**config.mk**
```make
export PLATFORM = sky130hd
export DESIGN_NAME = axi_lite_reg_file_slave
export DESIGN_NICKNAME = d
export VERILOG_FILES = /design/src/rtl/reg_file_pkg.sv /design/src/rtl/reg_file_addr_decoder.sv /design/src/rtl/axi_lite_reg_file_slave.sv
export SDC_FILE = /design/constraint.sdc
export NUM_CORES = 1
export LEC_CHECK = 0
export ABC_CLOCK_PERIOD_IN_PS = 4700
export BUFFER_PORTS_ARGS = -buffer_cell sky130_fd_sc_hd__buf_4
export CAP_MARGIN = 20
export CELL_PAD_IN_SITES_DETAIL_PLACEMENT = 0
export CELL_PAD_IN_SITES_GLOBAL_PLACEMENT = 1
export CORE_MARGIN = 10
export CORE_UTILIZATION = 25
export CTS_BUF_LIST = sky130_fd_sc_hd__clkbuf_16
export CTS_CLUSTER_DIAMETER = 50
export CTS_CLUSTER_SIZE = 40
export DETAILED_ROUTE_END_ITERATION = 16
export GPL_TIMING_DRIVEN = 0
export PLACE_DENSITY_LB_ADDON = 0.1
export SYNTH_ARGS = -nofsm -noshare
export SYNTH_HDL_FRONTEND = slang
export SYNTH_SLANG_ARGS = --single-unit
```
**constraint.sdc**
```tcl
create_clock -name clk -period 4.7 [get_ports clk]
set_clock_uncertainty 0.2 [all_clocks]
set_input_delay 0.47 -clock clk [delete_from_list [all_inputs] [get_ports clk]]
set_output_delay 0.47 -clock clk [all_outputs]
set_load 0.02 [all_outputs]
```
**src/rtl/reg_file_pkg.sv**
```systemverilog
// Register-file map shared by the AXI-Lite slave and its address decoder:
// table layout, AXI response codes, slave FSM states and the address lookup.
package reg_file_pkg;

  localparam int REG_FILE_AXI_ADDR_WIDTH = 8;
  localparam int REG_FILE_NUM_REGISTERS  = 4;
  localparam int REG_FILE_ID_WIDTH       = $clog2(REG_FILE_NUM_REGISTERS);

  typedef logic [REG_FILE_ID_WIDTH-1:0] reg_file_id_t;

  typedef struct packed {
    logic                               entry_found;
    logic                               memory_mapped;
    logic                               trigger_on_write;
    logic                               clear_on_read;
    reg_file_id_t                       id;
    logic [REG_FILE_AXI_ADDR_WIDTH-1:0] addr;
  } reg_file_item_t;

  // Entry 3 is described in the map but has no storage behind the bus.
  localparam reg_file_item_t REG_MAP_TABLE [REG_FILE_NUM_REGISTERS] = '{
    '{entry_found: 1'b1, memory_mapped: 1'b1, trigger_on_write: 1'b0,
      clear_on_read: 1'b0, id: reg_file_id_t'(0), addr: 8'h00},
    '{entry_found: 1'b1, memory_mapped: 1'b1, trigger_on_write: 1'b1,
      clear_on_read: 1'b0, id: reg_file_id_t'(1), addr: 8'h04},
    '{entry_found: 1'b1, memory_mapped: 1'b1, trigger_on_write: 1'b0,
      clear_on_read: 1'b1, id: reg_file_id_t'(2), addr: 8'h08},
    '{entry_found: 1'b1, memory_mapped: 1'b0, trigger_on_write: 1'b0,
      clear_on_read: 1'b0, id: reg_file_id_t'(3), addr: 8'h0C}
  };

  localparam logic [1:0] AXI_RESP_OKAY   = 2'b00;
  localparam logic [1:0] AXI_RESP_SLVERR = 2'b10;

  typedef enum logic [1:0] {
    IDLE,
    WR_RESP,
    RD_WAIT,
    RD_RESP
  } reg_file_state_e;

  // Word-aligned address in, matching table entry out; all-zero item on a miss.
  function automatic reg_file_item_t reg_file_addr2item(input logic [63:0] addr);
    reg_file_item_t item;
    item = '0;
    for (int i = 0; i < REG_FILE_NUM_REGISTERS; i++) begin
      if (64'(REG_MAP_TABLE[i].addr) == addr) item = REG_MAP_TABLE[i];
    end
    return item;
  endfunction

endpackage

```
**src/rtl/reg_file_addr_decoder.sv**
```systemverilog
// Combinational register-map lookup; the slave feeds it whichever of
// AWADDR/ARADDR is being granted this cycle.
module reg_file_addr_decoder
  import reg_file_pkg::*;
#(
  parameter int AXI_ADDR_WIDTH = REG_FILE_AXI_ADDR_WIDTH
) (
  input  logic [AXI_ADDR_WIDTH-1:0] addr,
  output logic                      hit,
  output reg_file_id_t              id,
  output logic                      trigger_on_write,
  output logic                      clear_on_read
);

  logic [63:0]    addr_aligned;
  reg_file_item_t item;

  always_comb begin
    addr_aligned     = 64'(addr) & ~64'h3;
    item             = reg_file_addr2item(addr_aligned);
    hit              = item.entry_found && item.memory_mapped &&
                       (64'(item.addr) == addr_aligned);
    id               = item.id;
    trigger_on_write = item.trigger_on_write;
    clear_on_read    = item.clear_on_read;
  end

endmodule

```
**src/rtl/axi_lite_reg_file_slave.sv**
```systemverilog
// AXI-Lite slave in front of a register file: one transaction at a time,
// round-robin between read and write, single-cycle storage strobes.
module axi_lite_reg_file_slave
  import reg_file_pkg::*;
#(
  parameter int AXI_ADDR_WIDTH = REG_FILE_AXI_ADDR_WIDTH,
  parameter int AXI_DATA_WIDTH = 32
) (
  input  logic                              clk,
  input  logic                              rst,
  input  logic [AXI_ADDR_WIDTH-1:0]         s_axi_awaddr,
  input  logic                              s_axi_awvalid,
  output logic                              s_axi_awready,
  input  logic [AXI_DATA_WIDTH-1:0]         s_axi_wdata,
  input  logic [AXI_DATA_WIDTH/8-1:0]       s_axi_wstrb,
  input  logic                              s_axi_wvalid,
  output logic                              s_axi_wready,
  output logic [1:0]                        s_axi_bresp,
  output logic                              s_axi_bvalid,
  input  logic                              s_axi_bready,
  input  logic [AXI_ADDR_WIDTH-1:0]         s_axi_araddr,
  input  logic                              s_axi_arvalid,
  output logic                              s_axi_arready,
  output logic [AXI_DATA_WIDTH-1:0]         s_axi_rdata,
  output logic [1:0]                        s_axi_rresp,
  output logic                              s_axi_rvalid,
  input  logic                              s_axi_rready,
  output reg_file_id_t                      reg_id,
  output logic                              reg_wr_en,
  output logic [AXI_DATA_WIDTH-1:0]         reg_wr_data,
  output logic [AXI_DATA_WIDTH/8-1:0]       reg_wr_strb,
  output logic [REG_FILE_NUM_REGISTERS-1:0] reg_trigger,
  output logic                              reg_rd_en,
  output logic                              reg_rd_clear,
  input  logic [AXI_DATA_WIDTH-1:0]         reg_rd_data
);

  reg_file_state_e             state_q, state_d;
  logic                        last_grant_wr_q, last_grant_wr_d;
  logic                        rd_hit_q, rd_hit_d;
  logic [1:0]                  resp_q, resp_d;
  logic [AXI_DATA_WIDTH-1:0]   rdata_q, rdata_d;

  logic                        wr_elig, rd_elig, grant_wr, grant_rd;
  logic [AXI_ADDR_WIDTH-1:0]   dec_addr;
  logic                        dec_hit, dec_trig, dec_clear;
  reg_file_id_t                dec_id;

  // Grants are held off while rst is high so no handshake or strobe escapes.
  always_comb begin
    wr_elig  = (state_q == IDLE) && !rst && s_axi_awvalid && s_axi_wvalid;
    rd_elig  = (state_q == IDLE) && !rst && s_axi_arvalid;
    grant_wr = wr_elig && (!rd_elig || !last_grant_wr_q);
    grant_rd = rd_elig && !grant_wr;
    dec_addr = grant_rd ? s_axi_araddr : s_axi_awaddr;
  end

  reg_file_addr_decoder #(
    .AXI_ADDR_WIDTH (AXI_ADDR_WIDTH)
  ) u_decoder (
    .addr             (dec_addr),
    .hit              (dec_hit),
    .id               (dec_id),
    .trigger_on_write (dec_trig),
    .clear_on_read    (dec_clear)
  );

  always_comb begin
    state_d         = state_q;
    last_grant_wr_d = last_grant_wr_q;
    rd_hit_d        = rd_hit_q;
    resp_d          = resp_q;
    rdata_d         = rdata_q;
    s_axi_awready   = 1'b0;
    s_axi_wready    = 1'b0;
    s_axi_arready   = 1'b0;
    s_axi_bvalid    = 1'b0;
    s_axi_rvalid    = 1'b0;
    reg_wr_en       = 1'b0;
    reg_trigger     = '0;
    reg_rd_en       = 1'b0;
    reg_rd_clear    = 1'b0;
    reg_id          = dec_id;
    reg_wr_data     = s_axi_wdata;
    reg_wr_strb     = s_axi_wstrb;

    case (state_q)
      IDLE: begin
        if (grant_wr) begin
          s_axi_awready   = 1'b1;
          s_axi_wready    = 1'b1;
          reg_wr_en       = dec_hit;
          reg_trigger     = (dec_hit && dec_trig) ?
                            (REG_FILE_NUM_REGISTERS'(1) << dec_id) : '0;
          resp_d          = dec_hit ? AXI_RESP_OKAY : AXI_RESP_SLVERR;
          last_grant_wr_d = 1'b1;
          state_d         = WR_RESP;
        end else if (grant_rd) begin
          s_axi_arready   = 1'b1;
          reg_rd_en       = dec_hit;
          reg_rd_clear    = dec_hit && dec_clear;
          rd_hit_d        = dec_hit;
          resp_d          = dec_hit ? AXI_RESP_OKAY : AXI_RESP_SLVERR;
          last_grant_wr_d = 1'b0;
          state_d         = RD_WAIT;
        end
      end
      WR_RESP: begin
        s_axi_bvalid = 1'b1;
        if (s_axi_bready) state_d = IDLE;
      end
      // Storage returns data one cycle after reg_rd_en.
      RD_WAIT: begin
        rdata_d = rd_hit_q ? reg_rd_data : '0;
        state_d = RD_RESP;
      end
      RD_RESP: begin
        s_axi_rvalid = 1'b1;
        if (s_axi_rready) state_d = IDLE;
      end
      default: state_d = IDLE;
    endcase
  end

  assign s_axi_bresp = resp_q;
  assign s_axi_rresp = resp_q;
  assign s_axi_rdata = rdata_q;

  always_ff @(posedge clk) begin
    if (rst) begin
      state_q         <= IDLE;
      last_grant_wr_q <= 1'b0;
      rd_hit_q        <= 1'b0;
      resp_q          <= '0;
      rdata_q         <= '0;
    end else begin
      state_q         <= state_d;
      last_grant_wr_q <= last_grant_wr_d;
      rd_hit_q        <= rd_hit_d;
      resp_q          <= resp_d;
      rdata_q         <= rdata_d;
    end
  end

endmodule
```
==> results.md <==
- Worst Hold Launch: s_axi_rdata[16]
- Post-synthesis adder-cell area fraction: 0
- Layout cells sized above 1: 0.478
- Hold Path Class: reg -> reg
- Combinational power share: 0.211
- Die X: 106 µm
- Critical Path AT: 2.10 ns
- Combinational family with the most area after synthesis: simple AND/OR/NAND/NOR gates
- Vias per inst: 4.17
- Status: completed
- Synth Area in Compound Gates: 0.143
- GPL Wtd Cong: 0.712
- Rel. slew slack: 0.507
- Final Max Tran Viols: 0
- FF+latch count, synth: 37
- Register share of total power: 0.400
- CTS Buffer Depth: 2
- CTS Root Cell: clkbuf_16
- Post-layout minimum cycle time: 2.77 ns
- Post-CTS setup buffers: 0
- Drt pass-1 iters: 4
- PostCTS Resize Cnt: 0
- Cell count after synthesis: 239
- Most used DFF post-synth: dfxtp_1
- Via count: 2,003
- Pin slew with the least headroom to its limit: 0.730 ns
- Synth top area cells: dfxtp_1 40%, buf_4 17%, a21oi_1 10%
- PwrDens: 258 mW/mm²
- Residual DRC count: 0
- List of most frequent post-synthesis cells: 43 x buf_4, 41 x nand2_1, 37 x a21oi_1, 37 x dfxtp_1, 32 x nand3_1
- Worst setup margin: 1.93 ns
- RSZ-0062 raised after global routing: false
- Register area share after synthesis: 0.401
- Vias in the first global route: 2,030
- Antenna fix cells: 0
- Synth Area in XOR/XNOR: 0
- Total CTS buffers: 5
- Int Pwr: 595 µW
- Area leader, netlist: dfxtp_1
- Die Area: 0.0112 mm²
- Initial drt markers: 45
- Antenna violations before repair: 0
- Post-synthesis mux area share: 0
- Crit Path Max Fanout: 8
- H-tree depth: 2
- FF-to-FF End: s_axi_bresp[1]
- Detailed Place HPWL: 5.70 mm
- Clk Latency, worst-skew pair: 0.27 ns
- Multi-input gate area: 728 µm²
- Count leader, synth: buf_4
- Crit. End Element: output port
- Final period util: 0.589
- Final Hold Vio Count: 0
- Max IR drop VDD: 0.174 mV
- Grt ovf: 0
- Reg-to-reg slack, setup: 2.64 ns
- Synth warn: 0
- CP required: 4.03 ns
- Worst R2R Path Depth: 3
- Max-cap violations: 0
- PortBufs: 131
- First-pass GRT wire length: 10.4 mm
- Fin util: 0.431
- Worst slack, placed: 2.05 ns
- Syn-to-layout area delta: 68.1%
- Core ar.: 0.00721 mm²
- Post-synthesis simple-gate area fraction: 0.241
- FILL cells: 783
- Largest net degree at the start of global routing: 12
- Layout Nets: 472
- GR Util All Layers: 0.113
- Setup TNS: 0 ns
- Synthesized area per cell: 7.74 µm²
- Hold_buf cts: 0
- CTS tree: built
- RR Startpoint: state_q[1]
- Synth top area share: 0.401
- Ys async rst share: 0
- Min-Delay Endpoint: s_axi_rdata[16]
- Final ANT Viol Nets: 0
- Clk slew on worst S/H paths: 0.05 ns
- Kind of critical path: reg -> out
- FP Rows: 31
- Wire per inst: 14.6 µm
- Reg area: 741 µm²
- Total leakage power: 0.00144 µW
- # IOs: 177
- Sw Ratio: 0.259
- Routed Wire Length: 7.01 mm
- Crit start category: flop
- Fmax: 361 MHz
- # clock sinks: 37
- Sw power: 208 µW
- Post-synth EDFFs: 0
- Hold Crit Depth: 2
- Post-synthesis cell type count: 30
- Clk pwr share: 0.389
- Starting density of the core: 0.256
- Final setup violation count: 0
- Die span in y: 106 µm
- Synthesized cell area: 0.00185 mm²
## power groups by stage
| stage | clock (µW) | combinational (µW) | sequential (µW) |
|---|---|---|---|
| 2_1_floorplan | 0 | 89.9 | 329 |
| 6_report | 313 | 169 | 321 |
| 3_5_place_dp | 0 | 172 | 328 |
| 4_1_cts | 327 | 172 | 321 |
| 3_3_place_gp | 0 | 171 | 328 |
| 5_1_grt | 340 | 183 | 322 |
## per-layer routing
layer / routed length (µm) / global-route usage / vias to the layer above
met5: 0 / 0 / -
met4: 38 / 0.0232 / 0
met2: 3290 / 0.187 / 98
met3: 790 / 0.0580 / 4
li1: - / - / 1043
met1: 2890 / 0.127 / 858
## area by class of cell
class                      instances  share of cell area
tap                               99              0.0399
clock inverter                     2             0.00362
clock buffer                       5              0.0403
multi-input combinational        144               0.234
timing repair buffer             131               0.316
buffer                            59               0.124
sequential                        37               0.238
inverter                           3             0.00362
## critical path, stage by stage (launching register included)
cell	delay (ns)
dfxtp_1	0.36
nor4b_1	0.69
nand4_1	0.38
a21oi_1	0.23
buf_4	0.17
## registers in the layout, summed over array words and instances (netlist names)
register / cells
last_grant_wr_q: 1
rd_hit_q: 1
s_axi_bresp: 1
s_axi_rdata: 32
state_q: 2
## cell families (layout without fill, tap and decap cells)
logic type	count (synthesis)	count (layout)
AO/OA/AOI/OAI	47	47
flip-flops	37	37
buffers and inverters	62	200
other	1	5
AND/OR/NAND/NOR	92	92
## placed cells by master, fill, tap and decap left out
master        n
dfxtp_1      37
or3_1         1
a31oi_1       1
inv_1         3
clkbuf_16     5
a221oi_2      1
o21ai_0       2
nor4_1        2
and2b_1       1
clkinv_1      1
nand2_1      41
conb_1        5
buf_4       174
nor3_1        2
buf_1         1
nand3_1      32
a21o_1        2
nand4b_1      1
nand4_1       3
buf_2         1
and2_1        1
o211ai_1      3
nor4b_1       1
clkinvlp_4    1
a41o_1        1
nor2b_1       1
and3b_1       1
a21oi_1      37
nand3b_1      1
clkbuf_1     14
nand2b_1      2
or2b_1        1
or4b_1        1
## per-stage QoR
stage	std cells	hold slack, ns	total power (µW)	cell area, µm²
2_1_floorplan	243	0.256	419	1860
3_3_place_gp	473	0.238	499	2970
3_5_place_dp	473	0.244	500	2970
4_1_cts	480	0.252	820	3110
5_1_grt	480	0.266	845	3110
6_report	480	0.249	803	3110
## worst max-delay path by stage
stage	startpoint	end	slack (ns)	cells past startpoint
finish	state_q[1]	reg_wr_en	1.93	4
global route	state_q[0]	reg_wr_en	1.74	4
CTS	state_q[1]	reg_wr_en	1.90	4
detailed placement	rst	reg_wr_en	2.05	5
global placement	rst	reg_wr_en	2.06	5
floorplan	rst	reg_trigger[1]	2.19	4
(Power assumes the default switching activity.)
